File: config.mk
export PLATFORM = sky130hd
export DESIGN_NAME = serial_bus_bridge_flat
export DESIGN_NICKNAME = d
export VERILOG_FILES = /design/src/rtl/serbus_pkg.sv /design/src/rtl/serial_bus_bridge_if.sv /design/src/rtl/serbus_beat_ctr.sv /design/src/rtl/serial_bus_bridge.sv /design/src/flat_wrapper.sv
export SDC_FILE = /design/constraint.sdc
export NUM_CORES = 1
export LEC_CHECK = 0
export ABC_AREA = 0
export CORE_MARGIN = 2
export CORE_UTILIZATION = 50
export CTS_BUF_LIST = sky130_fd_sc_hd__clkbuf_4 sky130_fd_sc_hd__clkbuf_8
export DETAILED_ROUTE_END_ITERATION = 8
export DONT_BUFFER_PORTS = 1
export PLACE_DENSITY_LB_ADDON = 0.12
export SETUP_SLACK_MARGIN = 0.3
export SYNTH_ARGS = -nofsm -noshare
export SYNTH_HDL_FRONTEND = slang
export SYNTH_SLANG_ARGS = --single-unit
File: constraint.sdc
create_clock -name clk -period 2.5 [get_ports clk]
set_input_delay 0.75 -clock clk [delete_from_list [all_inputs] [get_ports clk]]
set_output_delay 0.75 -clock clk [all_outputs]
set_load 0.02 [all_outputs]
File: src/rtl/serbus_pkg.sv
// Shared state, phase and command encodings for the serial bus bridge.
package serbus_pkg;

    typedef enum logic [2:0] {
        S_IDLE,
        S_ADDR,
        S_CMD,
        S_DATA,
        S_DONE
    } state_e;

    localparam logic [1:0] PH_IDLE = 2'b00;
    localparam logic [1:0] PH_ADDR = 2'b01;
    localparam logic [1:0] PH_CMD  = 2'b10;
    localparam logic [1:0] PH_DATA = 2'b11;

    localparam int CMD_WE    = 0;
    localparam int CMD_VALID = 1;

endpackage

File: src/rtl/serial_bus_bridge_if.sv
// CPU-side request/acknowledge bundle of the serial bus bridge.
interface serial_bus_bridge_if #(
    parameter int ADDR_W = 32,
    parameter int DATA_W = 32
);
    logic              cpu_req;
    logic              cpu_we;
    logic [ADDR_W-1:0] cpu_addr;
    logic [DATA_W-1:0] cpu_wdata;
    logic [DATA_W-1:0] cpu_rdata;
    logic              cpu_ack;
    logic              cpu_err;

    modport master (
        output cpu_req, cpu_we, cpu_addr, cpu_wdata,
        input  cpu_rdata, cpu_ack, cpu_err
    );

    modport slave (
        input  cpu_req, cpu_we, cpu_addr, cpu_wdata,
        output cpu_rdata, cpu_ack, cpu_err
    );
endinterface

File: src/rtl/serbus_beat_ctr.sv
// Beat counter that wraps to zero after 'last' and flags the terminal beat.
module serbus_beat_ctr #(
    parameter int W = 2
) (
    input  logic         clk,
    input  logic         rst_n,
    input  logic         clr,
    input  logic         inc,
    input  logic [W-1:0] last,
    output logic         term
);
    logic [W-1:0] cnt_q;
    logic [W-1:0] cnt_d;

    assign term = (cnt_q == last);

    always_comb begin
        cnt_d = cnt_q;
        if (clr) begin
            cnt_d = '0;
        end else if (inc) begin
            cnt_d = term ? '0 : cnt_q + 1'b1;
        end
    end

    always_ff @(posedge clk or negedge rst_n) begin
        if (!rst_n) begin
            cnt_q <= '0;
        end else begin
            cnt_q <= cnt_d;
        end
    end
endmodule

File: src/rtl/serial_bus_bridge.sv
// Serialises one CPU transaction into LSB-first pin beats: address, command, data.
module serial_bus_bridge
    import serbus_pkg::*;
#(
    parameter int ADDR_W  = 32,
    parameter int DATA_W  = 32,
    parameter int PIN_W   = 8,
    parameter int TIMEOUT = 15
) (
    input  logic               clk,
    input  logic               rst_n,
    serial_bus_bridge_if.slave cpu,
    output logic               bus_busy,
    output logic [PIN_W-1:0]   pin_addr,
    output logic               pin_strobe,
    output logic [1:0]         pin_phase,
    output logic [PIN_W-1:0]   pin_io_out,
    input  logic [PIN_W-1:0]   pin_io_in,
    output logic [PIN_W-1:0]   pin_io_oe,
    input  logic               ext_ready
);
    localparam int NA = ADDR_W / PIN_W;
    localparam int ND = DATA_W / PIN_W;
    localparam int NB = (NA > ND) ? NA : ND;
    localparam int BW = (NB > 1) ? $clog2(NB) : 1;
    localparam int SW = (TIMEOUT > 1) ? $clog2(TIMEOUT) : 1;
    localparam logic [BW-1:0] A_LAST = BW'(NA - 1);
    localparam logic [BW-1:0] D_LAST = BW'(ND - 1);
    localparam logic [SW-1:0] S_LAST = SW'((TIMEOUT > 0) ? TIMEOUT - 1 : 0);

    if ((ADDR_W % PIN_W) != 0 || (DATA_W % PIN_W) != 0 || PIN_W < 2) begin : g_bad_cfg
        $error("serial_bus_bridge: widths must be multiples of PIN_W and PIN_W >= 2");
    end

    state_e             state_q, state_d;
    logic               we_q, we_d;
    logic [ADDR_W-1:0]  addr_q, addr_d;
    logic [DATA_W-1:0]  wdata_q, wdata_d;
    logic [DATA_W-1:0]  shadow_q, shadow_d;
    logic [DATA_W-1:0]  rdata_q, rdata_d;
    logic               ack_q, ack_d;
    logic               err_q, err_d;
    logic               busy_q, busy_d;
    logic [PIN_W-1:0]   pa_q, pa_d;
    logic               stb_q, stb_d;
    logic [1:0]         ph_q, ph_d;
    logic [PIN_W-1:0]   pio_q, pio_d;
    logic [PIN_W-1:0]   oe_q, oe_d;

    logic               b_clr, b_inc, b_term;
    logic               s_clr, s_inc, s_term;
    logic               to_done;
    logic [BW-1:0]      b_last;

    assign b_last = (state_q == S_ADDR) ? A_LAST : D_LAST;

    serbus_beat_ctr #(.W(BW)) u_beat (
        .clk   (clk),
        .rst_n (rst_n),
        .clr   (b_clr),
        .inc   (b_inc),
        .last  (b_last),
        .term  (b_term)
    );

    serbus_beat_ctr #(.W(SW)) u_stall (
        .clk   (clk),
        .rst_n (rst_n),
        .clr   (s_clr),
        .inc   (s_inc),
        .last  (S_LAST),
        .term  (s_term)
    );

    // Capture registers shift right so the next beat always sits in the low PIN_W bits.
    always_comb begin
        state_d  = state_q;
        we_d     = we_q;
        addr_d   = addr_q;
        wdata_d  = wdata_q;
        shadow_d = shadow_q;
        rdata_d  = rdata_q;
        busy_d   = busy_q;
        pa_d     = pa_q;
        stb_d    = stb_q;
        ph_d     = ph_q;
        pio_d    = pio_q;
        oe_d     = oe_q;
        ack_d    = 1'b0;
        err_d    = 1'b0;
        b_clr    = 1'b0;
        b_inc    = 1'b0;
        s_clr    = 1'b1;
        s_inc    = 1'b0;
        to_done  = 1'b0;
        unique case (state_q)
            S_IDLE: begin
                b_clr = 1'b1;
                if (cpu.cpu_req) begin
                    state_d = S_ADDR;
                    we_d    = cpu.cpu_we;
                    addr_d  = cpu.cpu_addr >> PIN_W;
                    wdata_d = cpu.cpu_wdata;
                    busy_d  = 1'b1;
                    stb_d   = 1'b1;
                    ph_d    = PH_ADDR;
                    pa_d    = cpu.cpu_addr[PIN_W-1:0];
                end
            end
            S_ADDR: begin
                b_inc = 1'b1;
                if (b_term) begin
                    state_d         = S_CMD;
                    ph_d            = PH_CMD;
                    pa_d            = '0;
                    pa_d[CMD_VALID] = 1'b1;
                    pa_d[CMD_WE]    = we_q;
                end else begin
                    pa_d   = addr_q[PIN_W-1:0];
                    addr_d = addr_q >> PIN_W;
                end
            end
            S_CMD: begin
                state_d = S_DATA;
                ph_d    = PH_DATA;
                pa_d    = '0;
                oe_d    = {PIN_W{we_q}};
                pio_d   = we_q ? wdata_q[PIN_W-1:0] : '0;
                wdata_d = wdata_q >> PIN_W;
            end
            S_DATA: begin
                if (ext_ready) begin
                    b_inc = 1'b1;
                    if (!we_q) begin
                        shadow_d = {pin_io_in, shadow_q[DATA_W-1:PIN_W]};
                    end
                    if (b_term) begin
                        to_done = 1'b1;
                        if (!we_q) begin
                            rdata_d = shadow_d;
                        end
                    end else if (we_q) begin
                        pio_d   = wdata_q[PIN_W-1:0];
                        wdata_d = wdata_q >> PIN_W;
                    end
                end else begin
                    s_clr = 1'b0;
                    s_inc = 1'b1;
                    if (TIMEOUT != 0 && s_term) begin
                        to_done = 1'b1;
                        err_d   = 1'b1;
                    end
                end
            end
            S_DONE: begin
                state_d = S_IDLE;
                busy_d  = 1'b0;
            end
            default: begin
                state_d = S_IDLE;
            end
        endcase
        if (to_done) begin
            state_d = S_DONE;
            ack_d   = 1'b1;
            ph_d    = PH_IDLE;
            stb_d   = 1'b0;
            pa_d    = '0;
            pio_d   = '0;
            oe_d    = '0;
        end
    end

    always_ff @(posedge clk or negedge rst_n) begin
        if (!rst_n) begin
            state_q  <= S_IDLE;
            we_q     <= 1'b0;
            addr_q   <= '0;
            wdata_q  <= '0;
            shadow_q <= '0;
            rdata_q  <= '0;
            ack_q    <= 1'b0;
            err_q    <= 1'b0;
            busy_q   <= 1'b0;
            pa_q     <= '0;
            stb_q    <= 1'b0;
            ph_q     <= PH_IDLE;
            pio_q    <= '0;
            oe_q     <= '0;
        end else begin
            state_q  <= state_d;
            we_q     <= we_d;
            addr_q   <= addr_d;
            wdata_q  <= wdata_d;
            shadow_q <= shadow_d;
            rdata_q  <= rdata_d;
            ack_q    <= ack_d;
            err_q    <= err_d;
            busy_q   <= busy_d;
            pa_q     <= pa_d;
            stb_q    <= stb_d;
            ph_q     <= ph_d;
            pio_q    <= pio_d;
            oe_q     <= oe_d;
        end
    end

    assign cpu.cpu_rdata = rdata_q;
    assign cpu.cpu_ack   = ack_q;
    assign cpu.cpu_err   = err_q;
    assign bus_busy      = busy_q;
    assign pin_addr      = pa_q;
    assign pin_strobe    = stb_q;
    assign pin_phase     = ph_q;
    assign pin_io_out    = pio_q;
    assign pin_io_oe     = oe_q;
endmodule

File: src/flat_wrapper.sv
// flat-port wrapper written by rule: the top's interface ports become plain ports
module serial_bus_bridge_flat import serbus_pkg::*;
#(
    parameter int ADDR_W  = 32,
    parameter int DATA_W  = 32,
    parameter int PIN_W   = 8,
    parameter int TIMEOUT = 15
)
  (clk, rst_n, bus_busy, pin_addr, pin_strobe, pin_phase, pin_io_out, pin_io_in, pin_io_oe, ext_ready, cpu_cpu_req, cpu_cpu_we, cpu_cpu_addr, cpu_cpu_wdata, cpu_cpu_rdata, cpu_cpu_ack, cpu_cpu_err);
  serial_bus_bridge_if #(.ADDR_W(ADDR_W), .DATA_W(DATA_W)) cpu_i ();
  input  logic clk;
  input  logic rst_n;
  output logic bus_busy;
  output logic [PIN_W-1:0] pin_addr;
  output logic pin_strobe;
  output logic [1:0] pin_phase;
  output logic [PIN_W-1:0] pin_io_out;
  input  logic [PIN_W-1:0] pin_io_in;
  output logic [PIN_W-1:0] pin_io_oe;
  input  logic ext_ready;
  input wire logic [$bits(cpu_i.cpu_req)-1:0] cpu_cpu_req;
  input wire logic [$bits(cpu_i.cpu_we)-1:0] cpu_cpu_we;
  input wire logic [$bits(cpu_i.cpu_addr)-1:0] cpu_cpu_addr;
  input wire logic [$bits(cpu_i.cpu_wdata)-1:0] cpu_cpu_wdata;
  output wire logic [$bits(cpu_i.cpu_rdata)-1:0] cpu_cpu_rdata;
  output wire logic [$bits(cpu_i.cpu_ack)-1:0] cpu_cpu_ack;
  output wire logic [$bits(cpu_i.cpu_err)-1:0] cpu_cpu_err;
  assign cpu_i.cpu_req = cpu_cpu_req;
  assign cpu_i.cpu_we = cpu_cpu_we;
  assign cpu_i.cpu_addr = cpu_cpu_addr;
  assign cpu_i.cpu_wdata = cpu_cpu_wdata;
  assign cpu_cpu_rdata = cpu_i.cpu_rdata;
  assign cpu_cpu_ack = cpu_i.cpu_ack;
  assign cpu_cpu_err = cpu_i.cpu_err;
  serial_bus_bridge #(.ADDR_W(ADDR_W), .DATA_W(DATA_W), .PIN_W(PIN_W), .TIMEOUT(TIMEOUT)) u_core (.clk(clk), .rst_n(rst_n), .cpu(cpu_i), .bus_busy(bus_busy), .pin_addr(pin_addr), .pin_strobe(pin_strobe), .pin_phase(pin_phase), .pin_io_out(pin_io_out), .pin_io_in(pin_io_in), .pin_io_oe(pin_io_oe), .ext_ready(ext_ready));
endmodule
# ---- Word level (Yosys, flattened, before mapping)
# Index checks and enable logic that the tools add are counted.
dict set report classes {
  add_sub_neg 2
  n_eq_ne 17
  n_mux 52
  n_bitwise 1
  n_reduce_logical 22
}
# cell n
set op_table {}
lappend op_table {{two-way mux 32 bit} 7}
lappend op_table {{one-hot mux 32 bit (3 select lines)} 1}
lappend op_table {{two-way mux 8 bit} 10}
lappend op_table {{one-hot mux 32 bit (2 select lines)} 1}
lappend op_table {{one-hot mux 8 bit (3 select lines)} 1}
lappend op_table {{one-hot mux 8 bit (2 select lines)} 1}
lappend op_table {{two-way mux 1 bit} 15}
lappend op_table {{nonzero test 2 bit} 7}
lappend op_table {{two-way mux 2 bit} 6}
lappend op_table {{two-way mux 4 bit} 3}
lappend op_table {{inequality test 3 x 2 -> 1 bit (second input constant)} 4}
lappend op_table {{one-hot mux 3 bit (4 select lines)} 1}
lappend op_table {{AND reduction 2 bit} 5}
lappend op_table {{two-way mux 3 bit} 3}
lappend op_table {{AND reduction 3 bit} 3}
lappend op_table {{inequality test 2 bit (second input constant)} 4}
lappend op_table {{AND reduction 4 bit} 2}
lappend op_table {{equality test 3 x 2 -> 1 bit (second input constant)} 2}
lappend op_table {{one-hot mux 2 bit (3 select lines)} 1}
lappend op_table {{nonzero test 3 bit} 2}
lappend op_table {{AND reduction 5 bit} 1}
lappend op_table {{adder 4 x 1 -> 4 bit (second input constant)} 1}
lappend op_table {{equality test 4 bit (second input constant)} 1}
lappend op_table {{inequality test 2 x 1 -> 1 bit (second input constant)} 2}
lappend op_table {{9 further kinds} 10}
dict set report totals {
  register_bits 168
  input_bits 77
  out_inout_bits 62
  elab_cells 110
}

# ---- Longest topological paths before layout
dict set report logic_depth {
  ltp_word 6
  depth_mapped 8
  depth_no_buf 6
}

# ---- By module
# A second synthesis with hierarchy kept.
dict set report hier_totals {
  hier_cells 534
  area_unflattened_um2 7179.4
}
# mod n_inst cells_each area_per_inst_um2 seq_area_each_um2
set modules_own_cells {}
lappend modules_own_cells {serial_bus_bridge 1 493 6769.0 3678.5}
lappend modules_own_cells {{serbus_beat_ctr at u_core.u_stall} 1 27 284.0 100.1}
lappend modules_own_cells {{serbus_beat_ctr at u_core.u_beat} 1 14 126.4 50.0}

# ---- Least setup slack after synthesis
# Ideal clock, no wire load.
dict set report synth_timing {
  path_kind {input port to flip-flop}
  from {input ext_ready}
  to {register u_core.shadow_q[24]}
  setup_time_ps 125
  arrival_ps 1766
  required_time_ps 2375
  slack_ps 609
  path_stages 5
  path_buffers 2
  cell_sequence {buf_6 -> inv_1 -> nor3_2 -> buf_4 -> mux2_2}
}
dict set report synth_via {
  elab_chain_cells 1
}
# element line_no
set synth_lines {}
lappend synth_lines {{start: declaration} flat_wrapper.sv:20} ;# input logic ext_ready;
lappend synth_lines {{AND reduction 2 bit (no line)} --}
lappend synth_lines {{end signal: assignment} serial_bus_bridge.sv:195} ;# shadow_q <= shadow_d;
lappend synth_lines {{end: declaration} serial_bus_bridge.sv:39} ;# logic [DATA_W-1:0] shadow_q, shadow_d;
# No other way between the ends.
# A chain may end at the register's enable or synchronous reset.

# ---- Worst setup path after layout
dict set report layout_timing {
  from {register u_core.state_q[2]}
  to {register u_core.shadow_q[2]}
}
dict set report layout_via {
  elab_chain_cells 2
}
# element line_no
set layout_lines {}
lappend layout_lines {{start: declaration} serial_bus_bridge.sv:35} ;# state_e state_q, state_d;
lappend layout_lines {{start signal: assignment} serial_bus_bridge.sv:191} ;# state_q <= state_d;
lappend layout_lines {{equality test 3 x 2 -> 1 bit} serial_bus_bridge.sv:96} ;# unique case (state_q)
lappend layout_lines {{AND reduction 2 bit (no line)} --}
# No other way between the ends.

==> results.cfg <==
[layout]
n_fill_cell = 1222
finalNonFillerCells = 787
area_delta_synth_final_pct = 6.97
drive_gt1_share_pct = 22.6
diodes = 0
nets = 674

[logic_synthesis]
ys_dominant_reg_cell = dfrtp_1
yosysUniqueCellTypes = 49
synth_edf_count = 0
yosysWarnings = 0
netlist_instances = 608
async_flop_share_pct = 100
synth.top_cells.by_count = dfrtp_1, mux2i_1, nand2_1
synth_top_area_share_pct = 54.4
synth_most_common_cell = dfrtp_1
ys_seq_area_share_pct = 54.4
syn_area_sq_mm = 0.00704
synth_area_leader_cell = dfrtp_1
synth_area_leaders = dfrtp_1, mux2i_1, mux2_2, a21oi_2, nand2_1
ys_ff_latch = 153
synth_nets = 688
avgSynthCellArea_sq_um = 11.6

[worst_setup_path]
cp_data_required_time_ns = 2.83
crit_fanout = 32
end_kind = flip-flop
r2r_slack_ns = 0.54
crit_path_start_kind = flip-flop
crit_type = flip-flop to flip-flop
cp.arrival_ns = 2.29

[route]
routedWlPerCell_um = 16.8
drcViolationCount = 0
antenna_left = 0
wl_um = 13200
vias_per_cell = 5.33
drt-pass1-iter-count = 4
first_iter_violations = 219
via_count = 4198

[sta]
post-route-period-util_pct = 78.5
slew_violations = 0
tightest_slew_ns = 0.857
slew_headroom_pct = 42.5
period_needed_ns = 1.96
skew_ns = 0.00969
finalHoldViolations = 17
fin_ws_ns = 0.538
max_freq_mhz = 510
setup_violations = 0
grt_setup_unrepaired = no
fin_setup_tns_ns = 0
whs_ns = -0.0104

[run]
cap_viol_max_count = 0

[status]
violations = hold timing
outcome = finished with violations

[cts]
tritoncts = yes
clk_path_buf_depth = 2
clk_pin_slew_ns = 0.08
cts_root_buffer = clkbuf_8
cts_made_buffers = 17
htreeDepth = 4
cts_sinks = 153
cts_setup_buffers = 0
clock_latency_ns = 0.45

[min_path]
min_path_type = primary input to asynchronous set/reset pin

[power]
p_leak_nw = 3.36
powerDensity_mw_per_mm2 = 1470
peakVddDrop_uv = 505
total_power_w = 0.0111

[die]
core_sq_mm = 0.0138
die_h_um = 123
dieArea_sq_mm = 0.0150
io_pins = 139
rows = 43
start_util_pct = 50.9
die-width_um = 123

[place]
port_buffers = 0
place_hpwl_um = 8820
pre_cts_slack_ns = 0.427
placedCellCount = 755
finalWeightedCongestion = 0.750

[grt]
grt_pass1_wl_um = 21700
antenna_found_initial = 0
grt_start_max_net_pins = 154
grt-ovfl-total = 0
grt_usage_pct = 18.7
grt_pass1_vias = 4156
registers in the layout, indices dropped and copies added, names as in the netlist:
| register | cells |
|---|---|
| u_core.addr_q | 24 |
| u_core.bus_busy | 1 |
| u_core.cpu.cpu_ack | 1 |
| u_core.cpu.cpu_err | 1 |
| u_core.cpu.cpu_rdata | 32 |
| u_core.pin_addr | 8 |
| u_core.pin_io_oe | 1 |
| u_core.pin_io_out | 8 |
| u_core.pin_phase | 2 |
| u_core.pin_strobe | 1 |
| u_core.shadow_q | 32 |
| u_core.state_q | 3 |
| u_core.u_beat.cnt_q | 2 |
| u_core.u_stall.cnt_q | 4 |
| u_core.wdata_q | 32 |
| u_core.we_q | 1 |
cell type report:
type | count | area, sq um | share of cell area, %
timing repair buffer | 15 | 138 | 1.83
inverter | 22 | 82.6 | 1.10
clock inverter | 11 | 193 | 2.56
tap | 180 | 225 | 2.99
sequential | 153 | 3830 | 50.9
clock buffer | 21 | 270 | 3.59
multi-input combinational | 385 | 2790 | 37.1
path summary, 6_finish.rpt:
| check | start | to | cells after the start |
|---|---|---|---|
| worst max-delay path | u_core.state_q[2] | u_core.shadow_q[2] | 4 |
| worst min-delay path | rst_n | u_core.cpu.cpu_rdata[28] | 0 |
| worst max register to register | u_core.state_q[2] | u_core.shadow_q[2] | 4 |
| worst min register to register | u_core.u_stall.cnt_q[0] | u_core.u_stall.cnt_q[0] | 1 |
| max in group asynchronous | rst_n | u_core.state_q[1] | 0 |
| min in group clk | ext_ready | u_core.cpu.cpu_err | 1 |
per-stage QoR:
step,util [%],cell area (sq um)
floorplan,-,7040
global placement,51.1,7070
detailed placement,51.1,7070
CTS,54.5,7530
global route,54.5,7530
finish,54.5,7530
power breakdown:
part	leakage, nW	internal, W	total [W]	switching [W]
Combinational	1.24	0.00180	0.00401	0.00221
Clock	0.231	0.00125	0.00217	0.000919
Sequential	1.89	0.00360	0.00488	0.00127
kinds of logic after synthesis:
kind of cell | Yosys count | synth area share (%)
AND/OR/NAND/NOR | 137 | 8.99
flip-flops | 153 | 54.4
adder cells (fa/ha/maj) | 3 | 0.533
multiplexers | 105 | 15.5
XOR/XNOR | 3 | 0.373
AO/OA/AOI/OAI | 137 | 14.0
buffers and inverters | 70 | 6.22
layer usage:
| metal | vias to the layer above | global-route usage, % | share of wire [%] |
|---|---|---|---|
| li1 | 2075 | - | - |
| met1 | 1994 | 24.0 | 43 |
| met2 | 112 | 28.9 | 48 |
| met3 | 17 | 7.20 | 6.8 |
| met4 | 0 | 6.61 | 2.0 |
| met5 | - | 0 | 0 |
worst max-delay path, cell delays in order, from the launching register on:
cell      delay (ns)
dfrtp_1         0.46
nand3b_2        0.41
nor3_4          0.18
buf_4           0.40
mux2_2          0.39
timing repair:
item,4_1_cts,5_1_grt
endpoints found under the hold margin,153,153
setup endpoints to repair,0,1
gates resized for setup,0,1
cells in the final DEF, fill, tap and decap left out, types with 8 or more instances in the layout:
| cell type | n |
|---|---|
| a21oi_1 | 8 |
| a21oi_2 | 40 |
| buf_4 | 13 |
| clkbuf_8 | 18 |
| dfrtp_1 | 151 |
| inv_1 | 22 |
| mux2_2 | 33 |
| mux2i_1 | 72 |
| nand2_1 | 60 |
| nand3_1 | 11 |
| nor2_1 | 48 |
| o21ai_0 | 42 |
| o21ai_1 | 9 |
| o2bb2ai_1 | 8 |
| o31ai_1 | 9 |
No activity file was read; power rests on OpenSTA's default activity.
